==> config.mk <==
export PLATFORM = sky130hd
export DESIGN_NAME = mem_arbiter_flat
export DESIGN_NICKNAME = d
export VERILOG_FILES = /design/src/rtl/arvi_arb_pkg.sv /design/src/rtl/mem_arbiter_if.sv /design/src/rtl/arb_wdt.sv /design/src/rtl/mem_arbiter.sv /design/src/flat_wrapper.sv
export SDC_FILE = /design/constraint.sdc
export NUM_CORES = 1
export LEC_CHECK = 0
export ABC_AREA = 1
export BUFFER_PORTS_ARGS = -buffer_cell sky130_fd_sc_hd__buf_2
export CORE_ASPECT_RATIO = 0.5
export CORE_MARGIN = 10
export CORE_UTILIZATION = 30
export DETAILED_ROUTE_END_ITERATION = 8
export PLACE_DENSITY = 0.72
export SLEW_MARGIN = 15
export SYNTH_ARGS = -nofsm -noshare
export SYNTH_HDL_FRONTEND = slang
export SYNTH_SLANG_ARGS = --single-unit
==> constraint.sdc <==
create_clock -name i_clk -period 2.5 [get_ports i_clk]
set_input_delay 0.125 -clock i_clk [delete_from_list [all_inputs] [get_ports i_clk]]
set_output_delay 0.125 -clock i_clk [all_outputs]
set_load 0.1 [all_outputs]
==> src/rtl/arvi_arb_pkg.sv <==
// Shared types for the instruction/data memory arbiter: FSM states, grant
// owner and the fixed byte-enable pattern used for every read.
`ifndef XLEN
`define XLEN 32
`endif

package arvi_arb_pkg;

  typedef enum logic [1:0] {
    IDLE   = 2'd0,
    GNT_IC = 2'd1,
    GNT_DM = 2'd2
  } arb_state_e;

  typedef enum logic {
    OWN_IC = 1'b0,
    OWN_DM = 1'b1
  } owner_e;

  localparam logic [3:0] READ_BE = 4'b1111;

endpackage

==> src/rtl/mem_arbiter_if.sv <==
// Bundle of the two requester ports and the shared bus port of mem_arbiter.
// Handshake: a requester raises i_ic_req / i_dm_read / i_dm_wen with stable
// address and data and holds them until its ready pulses for one cycle; the
// arbiter raises o_bus_req with stable o_bus_* and looks at i_bus_ready only
// while o_bus_req is high.
interface mem_arbiter_if #(
  parameter int XLEN = `XLEN
);
  logic            i_ic_req;
  logic [XLEN-1:0] i_ic_addr;
  logic [XLEN-1:0] o_ic_data;
  logic            o_ic_ready;

  logic            i_dm_read;
  logic            i_dm_wen;
  logic [XLEN-1:0] i_dm_addr;
  logic [XLEN-1:0] i_dm_wd;
  logic [3:0]      i_dm_be;
  logic [XLEN-1:0] o_dm_rdata;
  logic            o_dm_ready;

  logic            o_bus_req;
  logic            o_bus_we;
  logic [XLEN-1:0] o_bus_addr;
  logic [XLEN-1:0] o_bus_wd;
  logic [3:0]      o_bus_be;
  logic [XLEN-1:0] i_bus_rdata;
  logic            i_bus_ready;
  logic            o_timeout;

  modport slave (
    input  i_ic_req, i_ic_addr, i_dm_read, i_dm_wen, i_dm_addr, i_dm_wd,
           i_dm_be, i_bus_rdata, i_bus_ready,
    output o_ic_data, o_ic_ready, o_dm_rdata, o_dm_ready, o_bus_req,
           o_bus_we, o_bus_addr, o_bus_wd, o_bus_be, o_timeout
  );

  modport master (
    output i_ic_req, i_ic_addr, i_dm_read, i_dm_wen, i_dm_addr, i_dm_wd,
           i_dm_be, i_bus_rdata, i_bus_ready,
    input  o_ic_data, o_ic_ready, o_dm_rdata, o_dm_ready, o_bus_req,
           o_bus_we, o_bus_addr, o_bus_wd, o_bus_be, o_timeout
  );
endinterface

==> src/rtl/arb_wdt.sv <==
// Bus-wait watchdog: counts granted cycles without bus completion and flags
// expiry once MAX_WAIT-1 such cycles have elapsed since the grant.
module arb_wdt #(
  parameter int MAX_WAIT = 16
) (
  input  logic i_clk,
  input  logic i_rst,
  input  logic clear_i,
  input  logic enable_i,
  output logic expired_o
);

  localparam logic [7:0] LIMIT = 8'(MAX_WAIT - 1);

  logic [7:0] cnt_q, cnt_d;

  always_comb begin
    cnt_d = cnt_q;
    if (clear_i) begin
      cnt_d = '0;
    end else if (enable_i) begin
      cnt_d = cnt_q + 8'd1;
    end
  end

  always_ff @(posedge i_clk) begin
    if (!i_rst) begin
      cnt_q <= '0;
    end else begin
      cnt_q <= cnt_d;
    end
  end

  assign expired_o = (cnt_q == LIMIT);

endmodule

==> src/rtl/mem_arbiter.sv <==
// Arbitrates instruction-cache refills and data accesses onto one shared bus,
// aborting a grant after MAX_WAIT cycles. Define ARVI_ARB_ROUND_ROBIN_EN for
// round-robin on simultaneous requests; otherwise data has fixed priority.
module mem_arbiter
  import arvi_arb_pkg::*;
#(
  parameter int MAX_WAIT = 16,
  parameter int XLEN     = `XLEN
) (
  input  logic          i_clk,
  input  logic          i_rst,
  mem_arbiter_if.slave  bus,
  output arb_state_e    state_dbg_o
);

  arb_state_e      state_q, state_d;
  logic [XLEN-1:0] addr_q, addr_d, wd_q, wd_d;
  logic [3:0]      be_q, be_d;
  logic            we_q, we_d, req_q, req_d;
  logic            dm_req, grant_ic, grant_dm, granted, expired, done, wdt_clear;

  assign dm_req  = bus.i_dm_read | bus.i_dm_wen;
  assign granted = (state_q != IDLE);
  assign done    = granted & (bus.i_bus_ready | expired);

`ifdef ARVI_ARB_ROUND_ROBIN_EN
  owner_e last_q, last_d;

  // On a tie the data side wins only if instruction side was granted last.
  assign grant_dm = dm_req & (~bus.i_ic_req | (last_q == OWN_IC));
  assign grant_ic = bus.i_ic_req & ~grant_dm;

  always_comb begin
    last_d = last_q;
    if (state_q == IDLE) begin
      if (grant_dm)      last_d = OWN_DM;
      else if (grant_ic) last_d = OWN_IC;
    end
  end

  always_ff @(posedge i_clk) begin
    if (!i_rst) last_q <= OWN_IC;
    else        last_q <= last_d;
  end
`else
  assign grant_dm = dm_req;
  assign grant_ic = bus.i_ic_req & ~dm_req;
`endif

  always_comb begin
    state_d   = state_q;
    addr_d    = addr_q;
    wd_d      = wd_q;
    be_d      = be_q;
    we_d      = we_q;
    req_d     = req_q;
    wdt_clear = 1'b0;
    unique case (state_q)
      IDLE: begin
        if (grant_dm) begin
          state_d   = GNT_DM;
          addr_d    = bus.i_dm_addr;
          wd_d      = bus.i_dm_wd;
          we_d      = bus.i_dm_wen;
          be_d      = bus.i_dm_wen ? bus.i_dm_be : READ_BE;
          req_d     = 1'b1;
          wdt_clear = 1'b1;
        end else if (grant_ic) begin
          state_d   = GNT_IC;
          addr_d    = bus.i_ic_addr;
          wd_d      = '0;
          we_d      = 1'b0;
          be_d      = READ_BE;
          req_d     = 1'b1;
          wdt_clear = 1'b1;
        end
      end
      GNT_IC, GNT_DM: begin
        if (done) begin
          state_d = IDLE;
          req_d   = 1'b0;
          we_d    = 1'b0;
        end
      end
      default: state_d = IDLE;
    endcase
  end

  always_ff @(posedge i_clk) begin
    if (!i_rst) begin
      state_q <= IDLE;
      addr_q  <= '0;
      wd_q    <= '0;
      be_q    <= '0;
      we_q    <= 1'b0;
      req_q   <= 1'b0;
    end else begin
      state_q <= state_d;
      addr_q  <= addr_d;
      wd_q    <= wd_d;
      be_q    <= be_d;
      we_q    <= we_d;
      req_q   <= req_d;
    end
  end

  arb_wdt #(.MAX_WAIT(MAX_WAIT)) u_wdt (
    .i_clk     (i_clk),
    .i_rst     (i_rst),
    .clear_i   (wdt_clear),
    .enable_i  (granted & ~bus.i_bus_ready),
    .expired_o (expired)
  );

  // Responses are gated by reset so a grant abandoned by reset never pulses.
  assign bus.o_ic_ready = i_rst & (state_q == GNT_IC) & (bus.i_bus_ready | expired);
  assign bus.o_dm_ready = i_rst & (state_q == GNT_DM) & (bus.i_bus_ready | expired);
  assign bus.o_ic_data  = (i_rst && state_q == GNT_IC && bus.i_bus_ready) ? bus.i_bus_rdata : '0;
  assign bus.o_dm_rdata = (i_rst && state_q == GNT_DM && bus.i_bus_ready) ? bus.i_bus_rdata : '0;
  assign bus.o_timeout  = i_rst & granted & expired & ~bus.i_bus_ready;

  assign bus.o_bus_req  = req_q;
  assign bus.o_bus_we   = we_q;
  assign bus.o_bus_addr = addr_q;
  assign bus.o_bus_wd   = wd_q;
  assign bus.o_bus_be   = be_q;

  assign state_dbg_o = state_q;

endmodule
==> src/flat_wrapper.sv <==
// flat-port wrapper written by rule: the top's interface ports become plain ports
module mem_arbiter_flat import arvi_arb_pkg::*;
#(
  parameter int MAX_WAIT = 16,
  parameter int XLEN     = `XLEN
)
  (i_clk, i_rst, state_dbg_o, bus_i_ic_req, bus_i_ic_addr, bus_i_dm_read, bus_i_dm_wen, bus_i_dm_addr, bus_i_dm_wd, bus_i_dm_be, bus_i_bus_rdata, bus_i_bus_ready, bus_o_ic_data, bus_o_ic_ready, bus_o_dm_rdata, bus_o_dm_ready, bus_o_bus_req, bus_o_bus_we, bus_o_bus_addr, bus_o_bus_wd, bus_o_bus_be, bus_o_timeout);
  mem_arbiter_if #(.XLEN(XLEN)) bus_i ();
  input  logic i_clk;
  input  logic i_rst;
  output arb_state_e state_dbg_o;
  input wire logic [$bits(bus_i.i_ic_req)-1:0] bus_i_ic_req;
  input wire logic [$bits(bus_i.i_ic_addr)-1:0] bus_i_ic_addr;
  input wire logic [$bits(bus_i.i_dm_read)-1:0] bus_i_dm_read;
  input wire logic [$bits(bus_i.i_dm_wen)-1:0] bus_i_dm_wen;
  input wire logic [$bits(bus_i.i_dm_addr)-1:0] bus_i_dm_addr;
  input wire logic [$bits(bus_i.i_dm_wd)-1:0] bus_i_dm_wd;
  input wire logic [$bits(bus_i.i_dm_be)-1:0] bus_i_dm_be;
  input wire logic [$bits(bus_i.i_bus_rdata)-1:0] bus_i_bus_rdata;
  input wire logic [$bits(bus_i.i_bus_ready)-1:0] bus_i_bus_ready;
  output wire logic [$bits(bus_i.o_ic_data)-1:0] bus_o_ic_data;
  output wire logic [$bits(bus_i.o_ic_ready)-1:0] bus_o_ic_ready;
  output wire logic [$bits(bus_i.o_dm_rdata)-1:0] bus_o_dm_rdata;
  output wire logic [$bits(bus_i.o_dm_ready)-1:0] bus_o_dm_ready;
  output wire logic [$bits(bus_i.o_bus_req)-1:0] bus_o_bus_req;
  output wire logic [$bits(bus_i.o_bus_we)-1:0] bus_o_bus_we;
  output wire logic [$bits(bus_i.o_bus_addr)-1:0] bus_o_bus_addr;
  output wire logic [$bits(bus_i.o_bus_wd)-1:0] bus_o_bus_wd;
  output wire logic [$bits(bus_i.o_bus_be)-1:0] bus_o_bus_be;
  output wire logic [$bits(bus_i.o_timeout)-1:0] bus_o_timeout;
  assign bus_i.i_ic_req = bus_i_ic_req;
  assign bus_i.i_ic_addr = bus_i_ic_addr;
  assign bus_i.i_dm_read = bus_i_dm_read;
  assign bus_i.i_dm_wen = bus_i_dm_wen;
  assign bus_i.i_dm_addr = bus_i_dm_addr;
  assign bus_i.i_dm_wd = bus_i_dm_wd;
  assign bus_i.i_dm_be = bus_i_dm_be;
  assign bus_i.i_bus_rdata = bus_i_bus_rdata;
  assign bus_i.i_bus_ready = bus_i_bus_ready;
  assign bus_o_ic_data = bus_i.o_ic_data;
  assign bus_o_ic_ready = bus_i.o_ic_ready;
  assign bus_o_dm_rdata = bus_i.o_dm_rdata;
  assign bus_o_dm_ready = bus_i.o_dm_ready;
  assign bus_o_bus_req = bus_i.o_bus_req;
  assign bus_o_bus_we = bus_i.o_bus_we;
  assign bus_o_bus_addr = bus_i.o_bus_addr;
  assign bus_o_bus_wd = bus_i.o_bus_wd;
  assign bus_o_bus_be = bus_i.o_bus_be;
  assign bus_o_timeout = bus_i.o_timeout;
  mem_arbiter #(.MAX_WAIT(MAX_WAIT), .XLEN(XLEN)) u_core (.i_clk(i_clk), .i_rst(i_rst), .bus(bus_i), .state_dbg_o(state_dbg_o));
endmodule
Word-level counts from Yosys, hierarchy flattened
Index checks and enable logic that the tools add are counted.
{ "word_totals": {"inputBits": 138, "wordCells": 64, "ff_bits": 80, "out_inout_bits": 139} }
{ "op_classes": {"n_reduce_logical": 13, "muxes": 23, "n_eq_ne": 5, "n_bitwise": 15, "add_sub_neg": 1} }
{ "ops": {"columns": ["op", "n"], "rows": [
  ["$mux 32", 6],
  ["$mux 4", 3],
  ["$and 1x1->1", 10],
  ["$add 8x1->8 const B", 1],
  ["$eq 8x4->1 const B", 1],
  ["$mux 1", 8],
  ["$mux 2", 3],
  ["$reduce_bool 2->1", 3],
  ["$logic_and 1x1->1", 4],
  ["$pmux 1 s2", 2],
  ["$pmux 2 s2", 1],
  ["$reduce_and 2->1", 2],
  ["$reduce_or 2->1", 2],
  ["$ne 3x1->1 const B", 1],
  ["$not 1->1", 3],
  ["$reduce_and 3->1", 1],
  ["$eq 2x1->1 const B", 1],
  ["$eq 2x2->1 const B", 1],
  ["$logic_not 2->1", 1],
  ["$ne 2x1->1 const B", 1],
  ["$or 1x1->1", 2]
]} }

Logic depth before layout (Yosys ltp)
Gate-level depths: netlist of the first run.
{ "depth": {"depth_word": 7, "depth_mapped": 8} }

Modules after synthesis
Synthesis of the first run repeated with hierarchy kept, for this count alone.
{ "unflattened": {"cells_unflattened": 599, "area_unflattened_um2": 3819.9} }
{ "by_module_without_submodules": {"columns": ["module", "cells_per_inst", "area_each_um2", "instances", "seq_area_each_um2"], "rows": [
  ["mem_arbiter", 547, 3444.6, 1, 1441.4],
  ["arb_wdt", 52, 375.4, 1, 160.2]
]} }

Worst setup path after synthesis of the first run
Ideal clock, no wire load.
{ "synth_path": {"kind": "flip-flop to output port", "start": "register u_core.state_q[0] (netlist: u_core.state_dbg_o[0])", "end": "output port bus_o_timeout", "required_time_ns": 2.375, "n_path_buf": 0, "path_stages_with_launch": 6, "t_arrival_ns": 3.807, "slack_ns": -1.432, "path_cell_list": "dfxtp_1 > inv_1 > ha_1 > nor2_2 > inv_1 > nor3_1"} }
{ "synth_via": {"elab_chain_cells": 4} }
{ "synth_rtl": {"columns": ["element", "line_no", "text"], "rows": [
  ["start, declared", "mem_arbiter.sv:16", "arb_state_e state_q, state_d;"],
  ["start signal, assigned", "mem_arbiter.sv:98", "state_q <= state_d;"],
  ["$reduce_bool 2->1", "mem_arbiter.sv:23", "assign granted = (state_q != IDLE);"],
  ["$and 1x1->1 (3 in series)", "mem_arbiter.sv:120", "assign bus.o_timeout = i_rst & granted & expired & ~bus.i_bus_ready;"],
  ["end, declared", "flat_wrapper.sv:30", "output wire logic [$bits(bus_i.o_timeout)-1:0] bus_o_timeout;"]
]} }
No other way between the ends.

Worst setup path in the final report of the first run
{ "layout_path": {"start": "register u_core.state_q[1] (netlist: u_core.state_dbg_o[1])", "end": "output port bus_o_ic_data[0]"} }
{ "layout_via": {"elab_chain_cells": 4} }
{ "layout_rtl": {"columns": ["element", "line_no", "text"], "rows": [
  ["$eq 2x1->1", "mem_arbiter.sv:118", "assign bus.o_ic_data = (i_rst && state_q == GNT_IC && bus.i_bus_ready) ? bus.i_bus_rdata : '0;"],
  ["$logic_and 1x1->1 (2 in series)", "mem_arbiter.sv:118", null],
  ["$mux 32", "mem_arbiter.sv:118", null],
  ["end, declared", "flat_wrapper.sv:21", "output wire logic [$bits(bus_i.o_ic_data)-1:0] bus_o_ic_data;"]
]} }
No other way between the ends.

==> results of run 1 <==
## cell usage in the layout (no fill, tap or decap), types with 16 or more instances in the layout
cell | Yosys | routed
buf_2 | 10 | 222
nand2_1 | 156 | 156
dfxtp_1 | 80 | 78
nor2_2 | 2 | 56
buf_12 | 0 | 55
inv_1 | 43 | 43
a21oi_1 | 39 | 39
a31oi_1 | 32 | 32
o21ai_0 | 27 | 27
nor2_1 | 77 | 16
## layout make-up
| type | count | area [sq um] |
|---|---|---|
| Clock buffer | 14 | 284 |
| Clock inverter | 2 | 35.0 |
| Fill cell | 1100 | 5340 |
| Inverter | 47 | 176 |
| Multi-Input combinational cell | 372 | 1920 |
| Sequential cell | 80 | 1600 |
| Tap cell | 165 | 206 |
| Timing Repair Buffer | 286 | 2280 |
## kinds of logic after synthesis
logic type,Yosys count,share of synthesized area
simple gates,255,0.279
compound gates,110,0.170
buf+inv,80,0.0891
flops,80,0.440
fa+ha+maj,5,0.0172
xor+xnor,2,0.00482
## power breakdown
group	switching, uW	internal [uW]
sequential	150	1590
combinational	3660	809
clock	481	881
## sequential cells by signal (all words and copies together) (netlist names)
| name | count |
|---|---|
| u_core.bus.o_bus_addr | 32 |
| u_core.bus.o_bus_wd | 32 |
| u_core.u_wdt.cnt_q | 8 |
| u_core.bus.o_bus_be | 4 |
| u_core.state_dbg_o | 2 |
| u_core.bus.o_bus_req | 1 |
| u_core.bus.o_bus_we | 1 |
## routing by layer
metal | vias to the layer above | track usage
met3 | 14 | 0.0477
met5 | - | 0
li1 | 2233 | -
met2 | 129 | 0.313
met4 | 0 | 0.0376
met1 | 2005 | 0.168
## critical path, delay by kind of cell, from the launching register on
family | cells | cell delay [ps]
and+or+nand+nor | 2 | 680
buffers and inverters | 3 | 660
DFF | 1 | 340
adders and majority gates | 1 | 170
## stage by stage
step | power, uW | cell area [sq um] | utilization
final | 7570 | 6510 | 0.549
after global routing | 7920 | 6510 | 0.549
after global placement | 6210 | 6190 | 0.523
after floorplan | 5350 | 3840 | -
after detailed placement | 6250 | 6190 | 0.523
after CTS | 7630 | 6510 | 0.549
## worst paths after layout
check / startpoint / to / slack, ps / cells after the start
setup / recovery: u_core.state_dbg_o[1] / bus_o_ic_data[0] / 200 / 6
hold / removal: bus_i_dm_wd[0] / u_core.bus.o_bus_wd[0] / 50 / 3
setup reg to reg: u_core.state_dbg_o[0] / u_core.u_wdt.cnt_q[4] / 670 / 7
hold reg to reg: u_core.bus.o_bus_wd[25] / u_core.bus.o_bus_wd[25] / 460 / 2
==> flow_summary.yaml, run 1 <==
detailed_routing:
  drc: 0
  dr.pass1.iters: 5
  met2_length_um: 8170
  wl_met3_um: 784
  vias: 4381
  drt-total-wl_um: 14900
  wl_per_cell_um: 15.4
  wl_met1_um: 5740
  top_layer: "met4"
  ant_nets: 0
  via_per_inst: 4.54
  drt_iter0_drc: 147
power_and_ir_drop:
  peakVddDrop_v: 0.000642
  power.leakage_uw: 0.00315
  powerDensity_nw_per_um2: 1160
logic_synthesis:
  yosysMostFrequentCell: "nand2_1"
  synth_cells: 532
  synth_fp_nets: 675
  syn_avg_cell_area_sq_um: 6.84
  ys.flop_type: "dfxtp_1"
  yosysTopAreaCell: "dfxtp_1"
  synth_cell_types: 27
  synthTopCellsByArea: "dfxtp_1 44%, nand2_1 16%, nor2_1 7.9%"
  synth_warnings: 0
  synth.cell_area_sq_um: 3640
  synth_seq_cells: 80
  synth-edff-count: 0
  yosys-top-cells-count: "156 x nand2_1, 80 x dfxtp_1, 77 x nor2_1, 43 x inv_1, 39 x a21oi_1"
  ys_seq_area_frac: 0.440
  synth.top_cell.area_share: 0.440
  ys_async_sr_fraction: 0
cts:
  cts_hold_buf: 0
  clock_tree.root_cell: "clkbuf_16"
  cts_buffers: 9
  post_cts_buffers: 0
  cts_tree: "yes"
  clk_latency_ps: 320
  max-clock-path-buffers: 2
  htreeDepth: 3
  ctsResizeCount: 0
  path_clk_slew_ps: 60
  cts.sinks: 80
cells_and_area:
  diodes: 0
  area_growth_pct: 78.9
  drive_gt1_frac: 0.473
  instances_no_fill: 966
  nets: 939
critical_path:
  arrival_ps: 2180
  crit_slowest_cell: "nand3_2"
  slowest_delay_ps: 480
  cp-start-kind: "register"
  cpMostUsedCell: "buf_12"
  worstPathMaxFanout: 16
  cp_data_required_time_ps: 2380
  path_class: "register to output pin"
  end_kind: "output pin"
  path_cells: "inv_1, ha_1, nand3_2, buf_12, nor2_1, buf_12"
grt:
  grt_pass1_vias: 4300
  antenna_found_initial: 0
  track_usage: 0.161
  grt_max_degree: 49
  grt_overflow_total: 0
  grt_pass1_wl_um: 22800
floorplanning:
  core_sq_um: 11800
  die-area_sq_um: 17200
  die_width_um: 176
  rows: 28
  die_h_um: 97.9
  pin_count: 277
  initial_core_util: 0.307
worst_hold_path:
  hold_class: "primary input to register"
timing:
  whs_ps: 51.0
  max_freq_mhz: 434
  max_slew_margin: 0.598
  fin_ws_ps: 196
  rsz0062_at_grt: "false"
  hold_viol_final: 0
  setup_tns_ps: 0
  min_period_ps: 2300
  slew_violations: 0
  fin_crit_sh: 0.922
  finClkSkew_ps: 7.71
  setup_viol: 0
  tightest_slew_ps: 602
flow_run:
  cap_violations: 0
placement:
  dpl_worst_slack_ps: 525
  dp_cells: 950
  io_buffer_count: 276
  dp_hpwl_um: 12000
  gp_congestion: 0.820
run_status:
  outcome: "complete, no violations"
Note: power is estimated with default switching activity, not from simulation.
==> run 2: changes to the inputs <==
==> constraint.sdc (replaced) <==
create_clock -name i_clk -period 2.5 [get_ports i_clk]
set_input_delay 0.125 -clock i_clk [delete_from_list [all_inputs] [get_ports i_clk]]
set_output_delay 0.125 -clock i_clk [all_outputs]
set_load 0.02 [all_outputs]
==> run 2 against run 1 <==
Compared with the run above:
- combinational power shrank 54%
- clock skew shrank 4.2 ps
- setup slack gained 330 ps
- non-clock buffer count shrank 1
- clock power grew 4%
- via count grew 0.11%
- critical path type unchanged
- largest cell class is now multi-input combinational cells
==> flow_summary.yaml, run 2 (synthesized netlist as in run 1, its figures left out) <==
critical_path:
  crit_path_start: "u_core.state_dbg_o[0]"
  r2r_start: "u_core.state_dbg_o[0]"
  worstPathMaxFanout: 6
  path_delay_family: "simple AND/OR/NAND/NOR gates"
  crit_slowest_cell: "dfxtp_1"
  path_depth: 6
  cp_data_required_time_ps: 2380
  cpMostUsedCell: "inv_1"
  path_cells: "inv_1, ha_1, nor2_2, inv_1, nor3_1, buf_2"
  r2r_end: "u_core.bus.o_bus_addr[14]"
  path_class: "register to output pin"
  cp_num_buf_inv: 3
  end_kind: "output pin"
  arrival_ps: 1850
  cp-start-kind: "register"
  cp-endpoint: "bus_o_timeout"
  reg2reg_depth: 7
  slowest_delay_ps: 410
  reg2reg_setup_slack_ps: 660
cts:
  ctsResizeCount: 0
  clock_tree.root_cell: "clkbuf_16"
  clk_latency_ps: 330
  post_cts_buffers: 0
  path_clk_slew_ps: 60
  max-clock-path-buffers: 2
  htreeDepth: 3
  cts_buffers: 9
  cts_hold_buf: 0
  cts_tree: "yes"
  cts.sinks: 80
detailed_routing:
  top_layer: "met4"
  vias: 4386
  met2_length_um: 7820
  drc: 0
  via_per_inst: 4.55
  drt-total-wl_um: 15000
  wl_per_cell_um: 15.5
  dr.pass1.iters: 5
  drt_iter0_drc: 194
  wl_met3_um: 1070
  wl_met1_um: 5830
  ant_nets: 0
timing:
  max_slew_margin: 0.601
  finClkSkew_ps: 3.52
  whs_ps: 36.3
  tightest_slew_ps: 598
  setup_viol: 0
  min_period_ps: 1970
  fin_crit_sh: 0.789
  rsz0062_at_grt: "false"
  hold_viol_final: 0
  slew_violations: 0
  max_freq_mhz: 507
  setup_tns_ps: 0
floorplanning:
  die_h_um: 97.9
  initial_core_util: 0.307
  core_sq_um: 11800
  die_width_um: 176
  die-area_sq_um: 17200
  rows: 28
  pin_count: 277
placement:
  dp_hpwl_um: 11900
  io_buffer_count: 276
  dp_cells: 949
  gp_congestion: 0.806
power_and_ir_drop:
  peakVddDrop_v: 0.000376
  powerDensity_nw_per_um2: 956
  power.leakage_uw: 0.00301
cells_and_area:
  nets: 938
  drive_gt1_frac: 0.393
  area_growth_pct: 50.4
  layout_commonest_cell: "buf_2"
  instances_no_fill: 965
  diodes: 0
  mostFrequentLayoutCells: "276 x buf_2, 156 x nand2_1, 80 x dfxtp_1"
grt:
  grt_overflow_total: 0
  track_usage: 0.162
  antenna_found_initial: 0
  grt_pass1_wl_um: 23000
  grt_max_degree: 69
  grt_pass1_vias: 4215
run_status:
  outcome: "complete, no violations"
flow_run:
  cap_violations: 0
worst_hold_path:
  hold_class: "primary input to register"
## run 2: changes by cell type in the layout (fill, tap and decap cells not counted), sizes merged
| cell | delta |
|---|---|
| clkinv | +4 |
| bufinv | +1 |
| buf | -1 |
| clkbuf | -5 |
## run 2: worst min-delay path by stage
| stage | from | to | slack [ps] | cells after the start |
|---|---|---|---|---|
| after floorplan | bus_i_dm_wd[0] | u_core.bus.o_bus_wd[0] | 270 | 2 |
| after global placement | bus_i_dm_wd[6] | u_core.bus.o_bus_wd[6] | 380 | 3 |
| after detailed placement | bus_i_dm_wd[4] | u_core.bus.o_bus_wd[4] | 380 | 3 |
| after CTS | bus_i_dm_wd[4] | u_core.bus.o_bus_wd[4] | 20 | 3 |
| after global routing | bus_i_dm_wd[4] | u_core.bus.o_bus_wd[4] | 20 | 3 |
| final | bus_i_dm_wd[4] | u_core.bus.o_bus_wd[4] | 40 | 3 |
## run 2: worst register-to-register path: stages, from the launching register on
cell and delay (ps):
dfxtp_1 350, inv_1 100, ha_1 250, inv_2 100, nor2_4 120, buf_4 500, o21ai_0 190, a31oi_1 160
## run 2: stage by stage
step	setup slack [ps]	instance area, sq um	utilization	total power (uW)
2_1_floorplan	748	3640	-	3140
6_report	527	5470	0.462	5230
3_3_place_gp	798	5150	0.435	3810
4_1_cts	507	5470	0.462	5290
5_1_grt	405	5470	0.462	5570
3_5_place_dp	672	5150	0.435	3860
## run 2: layout make-up
cell class / instances / area (sq um)
clock buffers: 9 / 225
clock inverters: 7 / 96.3
fillers: 1226 / 6370
inverters: 47 / 176
multi-input cells: 372 / 1710
flip-flops and latches: 80 / 1600
well taps: 165 / 206
repair buffers: 285 / 1450
## run 2: report_power, final
| part | internal (uW) | switching [uW] |
|---|---|---|
| logic | 653 | 1420 |
| registers | 1590 | 152 |
| clock network | 876 | 538 |
| total | 3120 | 2110 |
## run 2: routing by layer
metal  vias up  GRT usage
met5         -          0
met4         0     0.0531
met3        18     0.0430
met2       174      0.308
met1      1963      0.171
li1       2231          -
==> run 3: changes to the inputs <==
--- a/config.mk
+++ b/config.mk
@@ -11,7 +11,7 @@
 export CORE_MARGIN = 10
 export CORE_UTILIZATION = 30
 export DETAILED_ROUTE_END_ITERATION = 8
-export PLACE_DENSITY = 0.72
+export PLACE_DENSITY = 0.75
 export SLEW_MARGIN = 15
 export SYNTH_ARGS = -nofsm -noshare
 export SYNTH_HDL_FRONTEND = slang
==> constraint.sdc (replaced) <==
create_clock -name i_clk -period 1.59 [get_ports i_clk]
set_input_delay 0.0795 -clock i_clk [delete_from_list [all_inputs] [get_ports i_clk]]
set_output_delay 0.0795 -clock i_clk [all_outputs]
set_load 0.02 [all_outputs]
==> run 3 against run 2 <==
Compared with the run above:
- the run now ends with setup timing left
- register-to-register slack worse by 610 ps
- highest routed layer unchanged
- critical path type unchanged
- die area unchanged
- clock skew up 2.2 ps
- critical endpoint is now bus_o_dm_rdata[31]
- first-iteration DRC count up 43%
- utilization up 16 points
==> flow_summary.yaml, run 3 (synthesized netlist as in run 1, its figures left out) <==
cells_and_area:
  layout_commonest_cell: "buf_2"
  instances_no_fill: 1041
  nets: 1013
  fill_cells: 922
  drive_gt1_frac: 0.493
  area_growth_pct: 102
  mostFrequentLayoutCells: "209 x buf_2, 155 x nand2_1, 74 x dfxtp_1"
power_and_ir_drop:
  clkPwrFrac: 0.236
  powerDensity_nw_per_um2: 1330
  p_int_uw: 5840
  power.leakage_uw: 0.00351
  seqPwrFrac: 0.281
  switching_share: 0.403
  peakVddDrop_v: 0.000675
  switching_power_uw: 3950
  pwr-share-comb: 0.482
floorplanning:
  initial_core_util: 0.307
  die_width_um: 176
  die-area_sq_um: 17200
  core_sq_um: 11800
  die_h_um: 97.9
  pin_count: 277
  rows: 28
timing:
  rsz0062_at_grt: "true"
  hold_viol_final: 0
  min_period_ps: 1640
  max_freq_mhz: 609
  max_slew_margin: 0.734
  slew_violations: 0
  fin_crit_sh: 1.03
  setup_tns_ps: -426
  setup_viol: 23
  tightest_slew_ps: 399
  fin_ws_ps: -53.1
  finClkSkew_ps: 5.67
detailed_routing:
  drt_iter0_drc: 278
  ant_nets: 0
  dr.pass1.iters: 4
  via_per_inst: 4.86
  wl_per_cell_um: 18.1
  drc: 0
  drt-total-wl_um: 18800
  vias: 5059
worst_hold_path:
  hold_end: "u_core.bus.o_bus_addr[20]"
  min_from: "bus_i_dm_addr[20]"
  hold_class: "primary input to register"
  hold_depth: 3
run_status:
  violations: "setup timing"
  outcome: "finished with violations"
cts:
  clock_tree.root_cell: "clkbuf_16"
  htreeDepth: 3
  cts_buffers: 9
  cts_tree: "yes"
  path_clk_slew_ps: 70
  cts.sinks: 80
  clk_latency_ps: 340
  max-clock-path-buffers: 2
critical_path:
  cp_data_required_time_ps: 1510
  r2r_end: "u_core.bus.o_bus_be[1]"
  arrival_ps: 1560
  reg2reg_depth: 8
  cp-start-kind: "register"
  reg2reg_setup_slack_ps: 50
  slowest_delay_ps: 370
  end_kind: "output pin"
  r2r_start: "u_core.state_dbg_o[0]"
  path_class: "register to output pin"
  crit_slowest_cell: "dfxtp_4"
  worstPathMaxFanout: 8
  path_cells: "inv_4, ha_4, nand3_4, clkbuf_16, nor2_4, buf_6"
placement:
  dp_cells: 958
  gp_congestion: 0.814
  io_buffer_count: 276
  dpl_worst_slack_ps: 37.4
  dp_hpwl_um: 11900
grt:
  grt_pass1_wl_um: 25900
  grt_max_degree: 69
  antenna_found_initial: 1
  grt_overflow_total: 0
  track_usage: 0.183
  grt_pass1_vias: 4900
flow_run:
  cap_violations: 0
==> run 3: cell count changes in the layout (fill, tap and decap cells not counted), sizes merged <==
| cell | delta |
|---|---|
| diode | +1 |
| inv | +4 |
| dlygate4sd3 | +45 |
| buf | +25 |
| clkinv | -4 |
| clkbuf | +5 |
==> run 3: per-stage QoR <==
stage | total power [uW] | hold slack, ps | utilization | area (sq um)
after global routing | 10300 | 0.457 | 0.622 | 7360
after CTS | 9000 | 0.273 | 0.551 | 6530
after floorplan | 4950 | 228 | - | 3640
after global placement | 6200 | 333 | 0.446 | 5290
final | 9790 | 3.69 | 0.622 | 7360
after detailed placement | 6270 | 336 | 0.446 | 5290
==> run 3: how the worst max path moves through the flow <==
stage                                startpoint                   endpoint  slack, ps  cells past startpoint
after floorplan           u_core.state_dbg_o[0]      u_core.u_wdt.cnt_q[6]         20                      8
after global placement    u_core.state_dbg_o[0]      u_core.u_wdt.cnt_q[5]        140                      8
after detailed placement  u_core.state_dbg_o[0]  u_core.bus.o_bus_addr[26]         40                      7
after CTS                 u_core.state_dbg_o[1]         bus_o_dm_rdata[19]        -20                      6
after global routing      u_core.state_dbg_o[1]         bus_o_dm_rdata[31]       -140                      6
final                     u_core.state_dbg_o[0]         bus_o_dm_rdata[31]        -50                      6
==> run 3: power groups by stage <==
stage          Sequential [uW]  Clock [uW]  Combinational [uW]
2_1_floorplan             3360           0                1590
3_3_place_gp              2750           0                3450
3_5_place_dp              2750           0                3510
4_1_cts                   2740        2370                3890
5_1_grt                   2810        2450                5060
6_report                  2750        2310                4720
==> run 3: repair_timing <==
action,CTS,global route
hold buffers,45,0
pin swaps,6,7
gates cloned,3,6
endpoints found under the setup margin,47,96
endpoints found under the hold margin,42,0
buffers inserted,5,8
gates resized for setup,115,174
==> run 3: area by class of cell <==
class	count	area, sq um	area share
Clock inverter	7	109	0.0148
Clock buffer	9	225	0.0306
Sequential cell	80	1610	0.219
Tap cell	165	206	0.0280
Inverter	47	189	0.0257
Timing Repair Buffer	360	2770	0.376
Antenna cell	1	2.50	0.000340
Multi-Input combinational cell	372	2250	0.305
==> run 3: metal layers <==
layer,GRT usage,routed length (um)
met4,0.0829,580
met3,0.0477,1130
met2,0.355,10300
met1,0.180,6890
met5,0,0
==> run 3: worst max-delay path: cells and delay by family, from the launching register on <==
family        cells  cell delay, ps
flops             1             370
buf+inv           3             450
fa+ha+maj         1             150
simple gates      2             260
